### src/rtl/execute_md.sv
// Execute stage: single-cycle ALU with three-source forwarding and an iterative
// RV32M multiply/divide unit that stalls the front end while it works.
module execute_md #(
  parameter int XLEN = 32,
  localparam int SHW = $clog2(XLEN)
) (
  input  logic            clk,
  input  logic            Rst,
  input  logic            debug,
  input  logic            ID_EX_valid,
  input  logic            ID_EX_md,
  input  logic [2:0]      ID_EX_mdop,
  input  logic [2:0]      ID_EX_alusel,
  input  logic            ID_EX_alusrc,
  input  logic            ID_EX_regwrite,
  input  logic [4:0]      ID_EX_rs1,
  input  logic [4:0]      ID_EX_rs2,
  input  logic [4:0]      ID_EX_rd,
  input  logic [XLEN-1:0] ID_EX_dout_rs1,
  input  logic [XLEN-1:0] ID_EX_dout_rs2,
  input  logic [XLEN-1:0] ID_EX_imm,
  input  logic            MEM_WB_regwrite,
  input  logic            WB_ID_regwrite,
  input  logic [4:0]      MEM_WB_rd,
  input  logic [4:0]      WB_ID_rd,
  input  logic [XLEN-1:0] WB_res,
  input  logic [XLEN-1:0] WB_ID_res,
  output logic            EX_stall,
  output logic            EX_MEM_valid,
  output logic            EX_MEM_regwrite,
  output logic [4:0]      EX_MEM_rd,
  output logic [XLEN-1:0] EX_MEM_alures,
  output logic [XLEN-1:0] EX_MEM_dout_rs2
);
  localparam int CW = SHW + 1;

  typedef enum logic [1:0] {IDLE, BUSY, DONE} state_e;

  state_e          state_q, state_d;
  logic [CW-1:0]   cnt_q, cnt_d;
  logic [XLEN-1:0] hi_q, hi_d, lo_q, lo_d, bm_q, bm_d;
  logic            neg_q, neg_d, spec_q, spec_d;
  logic            vld_q, vld_d, rw_q, rw_d;
  logic [4:0]      rd_q, rd_d;
  logic [XLEN-1:0] res_q, res_d, d2_q, d2_d;

  logic [XLEN-1:0] fwd1, fwd2, op_a, op_b, alu_res, md_res;
  logic            stall;

  // Forwarding: youngest producer wins; x0 is never forwarded.
  always_comb begin
    fwd1 = ID_EX_dout_rs1;
    fwd2 = ID_EX_dout_rs2;
    if (ID_EX_rs1 != 5'd0) begin
      if (vld_q && rw_q && rd_q == ID_EX_rs1)               fwd1 = res_q;
      else if (MEM_WB_regwrite && MEM_WB_rd == ID_EX_rs1)   fwd1 = WB_res;
      else if (WB_ID_regwrite && WB_ID_rd == ID_EX_rs1)     fwd1 = WB_ID_res;
    end
    if (ID_EX_rs2 != 5'd0) begin
      if (vld_q && rw_q && rd_q == ID_EX_rs2)               fwd2 = res_q;
      else if (MEM_WB_regwrite && MEM_WB_rd == ID_EX_rs2)   fwd2 = WB_res;
      else if (WB_ID_regwrite && WB_ID_rd == ID_EX_rs2)     fwd2 = WB_ID_res;
    end
  end

  assign op_a = fwd1;
  assign op_b = ID_EX_alusrc ? ID_EX_imm : fwd2;

  always_comb begin
    case (ID_EX_alusel)
      3'b000:  alu_res = op_a + op_b;
      3'b001:  alu_res = op_a - op_b;
      3'b010:  alu_res = op_a & op_b;
      3'b011:  alu_res = op_a | op_b;
      3'b100:  alu_res = op_a ^ op_b;
      3'b101:  alu_res = op_a << op_b[SHW-1:0];
      3'b110:  alu_res = op_a >> op_b[SHW-1:0];
      default: alu_res = $signed(op_a) >>> op_b[SHW-1:0];
    endcase
  end

  // Operand decode at issue: signedness per op, magnitudes, special divides.
  logic            is_div, sgn_a, sgn_b, a_neg, b_neg, div0, ovf;
  logic [XLEN-1:0] a_mag, b_mag, spec_res;
  assign is_div   = ID_EX_mdop[2];
  assign sgn_a    = !(ID_EX_mdop[0] && (ID_EX_mdop[1] || ID_EX_mdop[2]));
  assign sgn_b    = is_div ? !ID_EX_mdop[0] : !ID_EX_mdop[1];
  assign a_neg    = sgn_a && op_a[XLEN-1];
  assign b_neg    = sgn_b && op_b[XLEN-1];
  assign a_mag    = a_neg ? -op_a : op_a;
  assign b_mag    = b_neg ? -op_b : op_b;
  assign div0     = is_div && (op_b == '0);
  assign ovf      = is_div && !ID_EX_mdop[0] && (op_a == {1'b1, {(XLEN-1){1'b0}}}) && (&op_b);
  assign spec_res = div0 ? (ID_EX_mdop[1] ? op_a : '1) : (ID_EX_mdop[1] ? '0 : op_a);

  // One iteration: shift-add for multiply, restoring step for divide.
  logic [XLEN:0] sum, rem_s, trial;
  assign sum   = {1'b0, hi_q} + (lo_q[0] ? {1'b0, bm_q} : '0);
  assign rem_s = {hi_q, lo_q[XLEN-1]};
  assign trial = rem_s - {1'b0, bm_q};

  logic [2*XLEN-1:0] prod_s;
  logic [XLEN-1:0]   quo_s, rem_f;
  assign prod_s = neg_q ? -{hi_q, lo_q} : {hi_q, lo_q};
  assign quo_s  = neg_q ? -lo_q : lo_q;
  assign rem_f  = neg_q ? -hi_q : hi_q;

  always_comb begin
    case (ID_EX_mdop)
      3'b000:         md_res = prod_s[XLEN-1:0];
      3'b100, 3'b101: md_res = quo_s;
      3'b110, 3'b111: md_res = rem_f;
      default:        md_res = prod_s[2*XLEN-1:XLEN];
    endcase
    if (spec_q) md_res = lo_q;
  end

  always_comb begin
    state_d = state_q;
    cnt_d   = cnt_q;
    hi_d    = hi_q;
    lo_d    = lo_q;
    bm_d    = bm_q;
    neg_d   = neg_q;
    spec_d  = spec_q;
    stall   = 1'b0;
    case (state_q)
      IDLE: if (ID_EX_valid && ID_EX_md && !debug) begin
        stall = 1'b1;
        hi_d  = '0;
        bm_d  = b_mag;
        neg_d = (is_div && ID_EX_mdop[1]) ? a_neg : (a_neg ^ b_neg);
        if (div0 || ovf) begin
          spec_d  = 1'b1;
          lo_d    = spec_res;
          cnt_d   = '0;
          state_d = DONE;
        end else begin
          spec_d  = 1'b0;
          lo_d    = a_mag;
          cnt_d   = CW'(XLEN);
          state_d = BUSY;
        end
      end
      BUSY: begin
        stall = 1'b1;
        if (!debug) begin
          if (is_div) begin
            if (!trial[XLEN]) begin
              hi_d = trial[XLEN-1:0];
              lo_d = {lo_q[XLEN-2:0], 1'b1};
            end else begin
              hi_d = rem_s[XLEN-1:0];
              lo_d = {lo_q[XLEN-2:0], 1'b0};
            end
          end else begin
            hi_d = sum[XLEN:1];
            lo_d = {sum[0], lo_q[XLEN-1:1]};
          end
          cnt_d = cnt_q - CW'(1);
          if (cnt_q == CW'(1)) state_d = DONE;
        end
      end
      DONE:    if (!debug) state_d = IDLE;
      default: state_d = IDLE;
    endcase
  end

  assign EX_stall = stall && !Rst;

  always_comb begin
    vld_d = vld_q;
    rw_d  = rw_q;
    rd_d  = rd_q;
    res_d = res_q;
    d2_d  = d2_q;
    if (!debug) begin
      if (state_q == DONE || (!stall && ID_EX_valid && !ID_EX_md)) begin
        vld_d = 1'b1;
        rw_d  = ID_EX_regwrite;
        rd_d  = ID_EX_rd;
        res_d = (state_q == DONE) ? md_res : alu_res;
        d2_d  = fwd2;
      end else begin
        vld_d = 1'b0;
        rw_d  = 1'b0;
        rd_d  = '0;
        res_d = '0;
        d2_d  = '0;
      end
    end
  end

  always_ff @(posedge clk or posedge Rst) begin
    if (Rst) begin
      state_q <= IDLE;
      cnt_q   <= '0;
      hi_q    <= '0;
      lo_q    <= '0;
      bm_q    <= '0;
      neg_q   <= 1'b0;
      spec_q  <= 1'b0;
      vld_q   <= 1'b0;
      rw_q    <= 1'b0;
      rd_q    <= '0;
      res_q   <= '0;
      d2_q    <= '0;
    end else begin
      state_q <= state_d;
      cnt_q   <= cnt_d;
      hi_q    <= hi_d;
      lo_q    <= lo_d;
      bm_q    <= bm_d;
      neg_q   <= neg_d;
      spec_q  <= spec_d;
      vld_q   <= vld_d;
      rw_q    <= rw_d;
      rd_q    <= rd_d;
      res_q   <= res_d;
      d2_q    <= d2_d;
    end
  end

  assign EX_MEM_valid    = vld_q;
  assign EX_MEM_regwrite = rw_q;
  assign EX_MEM_rd       = rd_q;
  assign EX_MEM_alures   = res_q;
  assign EX_MEM_dout_rs2 = d2_q;
endmodule

### config.mk
export PLATFORM = sky130hd
export DESIGN_NAME = execute_md
export DESIGN_NICKNAME = d
export VERILOG_FILES = /design/src/rtl/execute_md.sv
export SDC_FILE = /design/constraint.sdc
export NUM_CORES = 2
export LEC_CHECK = 0
export ABC_AREA = 1
export BUFFER_PORTS_ARGS = -buffer_cell sky130_fd_sc_hd__buf_2
export CORE_MARGIN = 2
export CORE_UTILIZATION = 40
export CTS_BUF_LIST = sky130_fd_sc_hd__clkbuf_8
export CTS_CLUSTER_DIAMETER = 40
export DETAILED_ROUTE_END_ITERATION = 7
export GPL_TIMING_DRIVEN = 0
export HOLD_SLACK_MARGIN = 0.03
export PLACE_DENSITY = 0.6
export SYNTH_ARGS = -nofsm -noshare
export SYNTH_HDL_FRONTEND = slang
export SYNTH_SLANG_ARGS = --single-unit
export TNS_END_PERCENT = 100
### constraint.sdc
create_clock -name clk -period 7.5 [get_ports clk]
set_clock_uncertainty 0.05 [all_clocks]
set_input_delay 0.75 -clock clk [delete_from_list [all_inputs] [get_ports clk]]
set_output_delay 0.75 -clock clk [all_outputs]
set_load 0.05 [all_outputs]
* Word-level counts from Yosys, hierarchy flattened *
Cells that the tools add are included.

storage, ports and cells
  register bits = 177
  bits in latches = 0
  memory bits (writable) = 0
  bits in read-only memories = 0
  output and inout bits = 72
  word-level logic and storage cells = 149
  memories = 0

operators by class
  $add $sub $neg = 10
  $mul = 0
  div/mod/pow operators = 0
  magnitude comparators = 0
  eq/ne operators = 24
  shift operators = 3
  mux-type cells = 53
  bitwise operators = 4
  reduce and logical (&&, ||, !) cells = 43

operators by type and width
  operator                                      number
  2-to-1 mux 32 bit                             29
  one-hot mux 32 bit (7 select lines)           1
  negation 32 bit                               4
  one-hot mux 32 bit (2 select lines)           2
  one-hot mux 32 bit (3 select lines)           1
  2-to-1 mux 64 bit                             1
  negation 64 bit                               1
  adder 32 x 32 -> 33 bit                       1
  subtractor 33 x 32 -> 33 bit                  1
  adder 32 bit                                  1
  AND 32 bit                                    1
  equality test 32 bit (second input constant)  1
  zero test 32 bit                              1
  OR 32 bit                                     1
  AND reduction 32 bit                          1
  left shift 32 x 5 -> 32 bit                   1
  right shift 32 x 5 -> 32 bit                  1
  >>> shifter 32 x 5 -> 32 bit                  1
  subtractor 32 bit                             1
  XOR 32 bit                                    1
  equality test 5 bit                           6
  equality test 3 bit (second input constant)   7
  logical AND 1 bit                             20
  2-to-1 mux 6 bit                              3
  24 further kinds                              49

* Longest topological paths before layout *
  depth after elaboration = 13
  depth in mapped cells = 45

* Least setup slack after synthesis *
OpenSTA, ideal clock, no wires.

  kind = input to register
  from = input MEM_WB_rd[1]
  to = register res_q[27] (netlist: EX_MEM_alures[27])
  library setup time = 0.066 ns
  arrival time = 5.291 ns
  setup slack = 2.093 ns
  cell stages on the path = 41
  buffers on the path = 4
  cells stage by stage = inv_1 -> nand2_1 -> o21ai_0 -> nor2_1 -> nand3_4 -> buf_6 -> buf_6 -> nor2_1 -> nor2_1 -> nand2_1 -> nand2_1 -> nand2_1 -> nand2_1 -> nand2_2 -> buf_2 -> buf_2 -> ha_1 -> inv_1 -> [... 5 more ...] -> o21ai_0 -> ha_1 -> nand4_1 -> nor3_1 -> nand4_1 -> nand3_1 -> nand2_1 -> nand2_1 -> nand2_1 -> a31oi_1 -> a21oi_1 -> xor2_1 -> or2_2 -> nand3_1 -> nand2_1 -> nand2_1 -> nand2_1 -> nand2_1

between the ends
  cells in the longest elaborated chain, start to end = 10
  elaborated cells on any way between the ends = 22
  classes of those cells = add/sub (2); eq/ne (2); shift (3); mux (10); bitwise (3); reduce/logical (2)

ends and longest elaborated chain
  item                                       line  text
  start, declared                            24    input logic [4:0] MEM_WB_rd,
  equality test 5 bit                        61    else if (MEM_WB_regwrite && MEM_WB_rd == ID_EX_rs2) fwd2 = WB_res;
  logical AND 1 bit                          61
  2-to-1 mux 32 bit                          61
  2-to-1 mux 32 bit                          60    if (vld_q && rw_q && rd_q == ID_EX_rs2) fwd2 = res_q;
  2-to-1 mux 32 bit                          59    if (ID_EX_rs2 != 5'd0) begin
  2-to-1 mux 32 bit                          67    assign op_b = ID_EX_alusrc ? ID_EX_imm : fwd2;
  subtractor 32 bit (tied with other cells)  72    3'b001: alu_res = op_a - op_b;
  one-hot mux 32 bit (7 select lines) *      70    case (ID_EX_alusel)
  2-to-1 mux 32 bit *                        182   res_d = (state_q == DONE) ? md_res : alu_res;
  2-to-1 mux 32 bit *                        178   if (state_q == DONE || (!stall && ID_EX_valid && !ID_EX_md)) begin
  end signal, assigned                       219   res_q <= res_d;
  end, declared                              45    logic [XLEN-1:0] res_q, res_d, d2_q, d2_d;

Mark *: on every way between the ends. The rest lies on a longest branch, timed or not.
A chain may end at the register's enable or synchronous reset.

* Worst setup path in the final report *
  from = input ID_EX_rs2[2]
  to = register res_q[20] (netlist: EX_MEM_alures[20])

between the ends
  cells in the longest elaborated chain, start to end = 11
  elaborated cells on any way between the ends = 23
  classes of those cells = add/sub (2); eq/ne (3); shift (3); mux (8); bitwise (3); reduce/logical (4)

ends and longest elaborated chain
  item                                       line  text
  start, declared                            17    input logic [4:0] ID_EX_rs2,
  equality test 5 bit                        62    else if (WB_ID_regwrite && WB_ID_rd == ID_EX_rs2) fwd2 = WB_ID_res;
  logical AND 1 bit                          62
  2-to-1 mux 32 bit                          62
  2-to-1 mux 32 bit                          61
  2-to-1 mux 32 bit                          60
  2-to-1 mux 32 bit *                        59
  2-to-1 mux 32 bit *                        67
  subtractor 32 bit (tied with other cells)  72
  one-hot mux 32 bit (7 select lines) *      70
  2-to-1 mux 32 bit *                        182
  2-to-1 mux 32 bit *                        178

Marked as above.

==> results.toml <==
[outcome]
outcome = "finished with violations"
violations = "design-rule violations, max-capacitance violations, max-slew violations, negative setup slack"

[layout]
design_area_sq_um = 31700
finalNetCount = 5696
postLayoutCoreUtil_pct = 44.6
fillers = 8233
syn_to_final_growth_pct = 10.9
drive_above_1_share_pct = 10.2

[timing]
layout_setup_ws_ns = -0.00276
worst-slew-pin-transition_ns = 1.59
period_minus_slack_ns = 7.50
period_share_pct = 100
fmax_ghz = 0.133
setup_repair_after_global_routing_missed_its_margin = "false"
setup_viol = 1
slew_viol_final = 12
hold_violations = 0
setup-tns-final_ns = -0.00276
timing.slew.headroom_pct = -5.75

[clock_tree]
root_buffer = "sky130_fd_sc_hd__clkbuf_8"
clkSinkCount = 177
clkTransAtPathRegs_ns = 0.14
clock_tree_from_tritoncts = "yes"
clk-insertion-delay-late_ns = 0.61
cts_inserted_buffers = 17
cts.path.max_buffers = 2
depth_of_the_cts_h_tree = 4

[route]
drt.antenna.violating_nets = 0
drt_pass1_iterations = 8
detail_route.vias_per_cell = 6.26
detail_route.wirelength_mm = 183
detailroute.via_count = 39500
detail_route.iter0.violations = 5866
routedWlPerCell_microns = 29.0
route.detailed.drc = 1

[synthesis]
synth-warning-count = 0
synth-async-reset-ratio_pct = 100
post_synth_num_cell_types = 68
synth-main-ff-cell = "sky130_fd_sc_hd__dfrtp_1"
synthesis.instances = 5032
synthesized_netlist_net_count = 5402
synth_top_cell_area_share_pct = 19.2
yosysMostFrequentCell = "sky130_fd_sc_hd__nand2_1"
cell_type_with_the_largest_total_area_after_synthesis = "sky130_fd_sc_hd__nand2_1"
yosysSeqAreaShare_pct = 15.5
number_of_enable_flip_flop_cells_after_synthesis = 0
post_synth_instance_area_sq_um = 28600
avgSynthCellArea_sq_um = 5.69
synth.top_cells.by_count = "1464 x sky130_fd_sc_hd__nand2_1, 589 x sky130_fd_sc_hd__nand3_1, 473 x sky130_fd_sc_hd__inv_1"
synth.area.top_cells = "sky130_fd_sc_hd__nand2_1 19%, sky130_fd_sc_hd__dfrtp_1 15%, sky130_fd_sc_hd__nand3_1 10%, sky130_fd_sc_hd__a21oi_1 7.5%, sky130_fd_sc_hd__ha_1 7.3%"
postSynthRegisterBits = 177

[floorplanning]
ios = 272
std_cell_rows = 98
start_util_pct = 40.2
design.core.area_sq_um = 71200
die_h_microns = 272
chipWidth_microns = 272
die_area_sq_um = 73800

[job]
max_cap_violations = 2

[critical_path]
timing.critical_path.slowest_cell_delay_ns = 0.75
most_frequent_cell_on_the_critical_path = "sky130_fd_sc_hd__nand2_1"
startpoint_type = "primary input"
timing.setup.critical_path_class = "primary input to flip-flop"
critical_path_peak_fanout = 10
worst-r2r-cell-count = 32
cp-end-kind = "flip-flop"
critPathArrivalTime_ns = 7.94
cp_data_required_time_ns = 7.94
critical_path.slowest_cell = "sky130_fd_sc_hd__clkbuf_1"

[grt]
global_route_wire_length_before_repair_mm = 257
grt_antenna_before_repair = 13
grt_start_max_net_pins = 93
track_usage_pct = 47.9
global_route.overflow_total = 0
first_global_vias = 36000

[placed_design]
dpl.hpwl_mm = 149
place.gp.congestion = 1.12
placement.cell_area_sq_um = 31200
place.port_buffers = 269

[power_and_ir_drop]
power.static_leakage_nw = 16.4
vdd_drop_max_mv = 0.216
power_density_nw_per_um2 = 313

[min_path]
hold_class = "primary input to async pin"
-- stage by stage --
stage | total power [mW] | cells | hold slack, ns | setup WS, ns
final | 9.92 | 6300 | 0.199 | -0.00276
after global routing | 10.4 | 6294 | 0.250 | 0.00996
after CTS | 9.59 | 6287 | 0.193 | 0.0419
after detailed placement | 8.81 | 6255 | 0.417 | -0.735
after global placement | 8.83 | 6251 | 0.410 | -0.728
after floorplan | 6.20 | 5032 | 0.420 | 1.90
-- routing by layer --
layer,wire length [microns],up-vias,global-route usage [%]
met5,21,-,0
met4,19400,4,41.3
met3,19600,811,8.81
met2,76000,3036,72.3
met1,67600,18200,58.6
li1,-,17400,-
-- what timing repair did --
| action | CTS | global route |
|---|---|---|
| endpoints found under the setup margin | 1 | 12 |
| hold buffers | 0 | 0 |
| setup buffers | 0 | 3 |
| pin swaps | 0 | 3 |
| resized for setup | 1 | 9 |
-- area by class of cell --
class	count	area [sq um]	share of cell area [%]
multi-input cells	4089	21200	66.7
flip-flops and latches	177	4430	14.0
inverters	507	1910	6.02
repair buffers	277	1430	4.49
well taps	950	1190	3.74
plain buffers	257	1150	3.62
clock buffers	18	248	0.780
clock inverters	14	184	0.579
diodes	11	27.5	0.0867
-- cell usage in the layout (no fill, tap or decap), types with 60 or more instances in the layout --
master                     synthesis  layout
sky130_fd_sc_hd__clkbuf_1        166     164
sky130_fd_sc_hd__xor2_1          121     121
sky130_fd_sc_hd__dfrtp_1         177     177
sky130_fd_sc_hd__nand4_1          60      60
sky130_fd_sc_hd__inv_1           473     472
sky130_fd_sc_hd__ha_1            167     167
sky130_fd_sc_hd__buf_2            44     311
sky130_fd_sc_hd__nor2_1          353     353
sky130_fd_sc_hd__o21ai_0         392     389
sky130_fd_sc_hd__o211ai_1         93      93
sky130_fd_sc_hd__nand2_1        1464    1463
sky130_fd_sc_hd__nand3_1         589     589
sky130_fd_sc_hd__a21oi_1         429     429
-- cell families after synthesis --
logic type,share of synthesized area (%)
AO/OA/AOI/OAI,22.4
XOR/XNOR,4.07
adder cells (fa/ha/maj),7.51
buffers and inverters,10.7
flip-flops,15.5
AND/OR/NAND/NOR,39.9
-- sequential cells by signal, indices dropped and copies added (netlist names), 2 cells and up --
| signal | flops |
|---|---|
| EX_MEM_dout_rs2 | 32 |
| state_q | 2 |
| EX_MEM_rd | 5 |
| EX_MEM_alures | 32 |
| cnt_q | 6 |
| bm_q | 32 |
| hi_q | 32 |
| lo_q | 32 |
-- critical path, delay by kind of cell --
kind	cells	cell delay (ns)
xor+xnor	1	0.27
fa+ha+maj	1	0.39
compound gates	7	2.01
buf+inv	6	2.23
simple gates	16	2.29
-- report_power, final --
part	switching (mW)	internal (mW)	leakage [nW]	total, mW
sequential	0.639	1.31	2.28	1.94
clock	0.501	0.268	0.212	0.770
combinational	5.21	2.00	13.9	7.21
total	6.35	3.57	16.4	9.92
-- worst paths after layout --
| path | end | slack [ns] | startpoint |
|---|---|---|---|
| min in group clk | EX_MEM_rd[0] | 0.28 | ID_EX_rd[0] |
| max in group asynchronous | bm_q[13] | 6.19 | Rst |
| worst min-delay path | EX_MEM_dout_rs2[14] | 0.20 | Rst |
| worst max register to register | EX_MEM_alures[20] | 0.14 | EX_MEM_rd[2] |
| worst max-delay path | EX_MEM_alures[20] | -0.003 | ID_EX_rs2[2] |
| worst min register to register | EX_MEM_dout_rs2[9] | 0.45 | EX_MEM_dout_rs2[9] |
(Power assumes the default switching activity.)
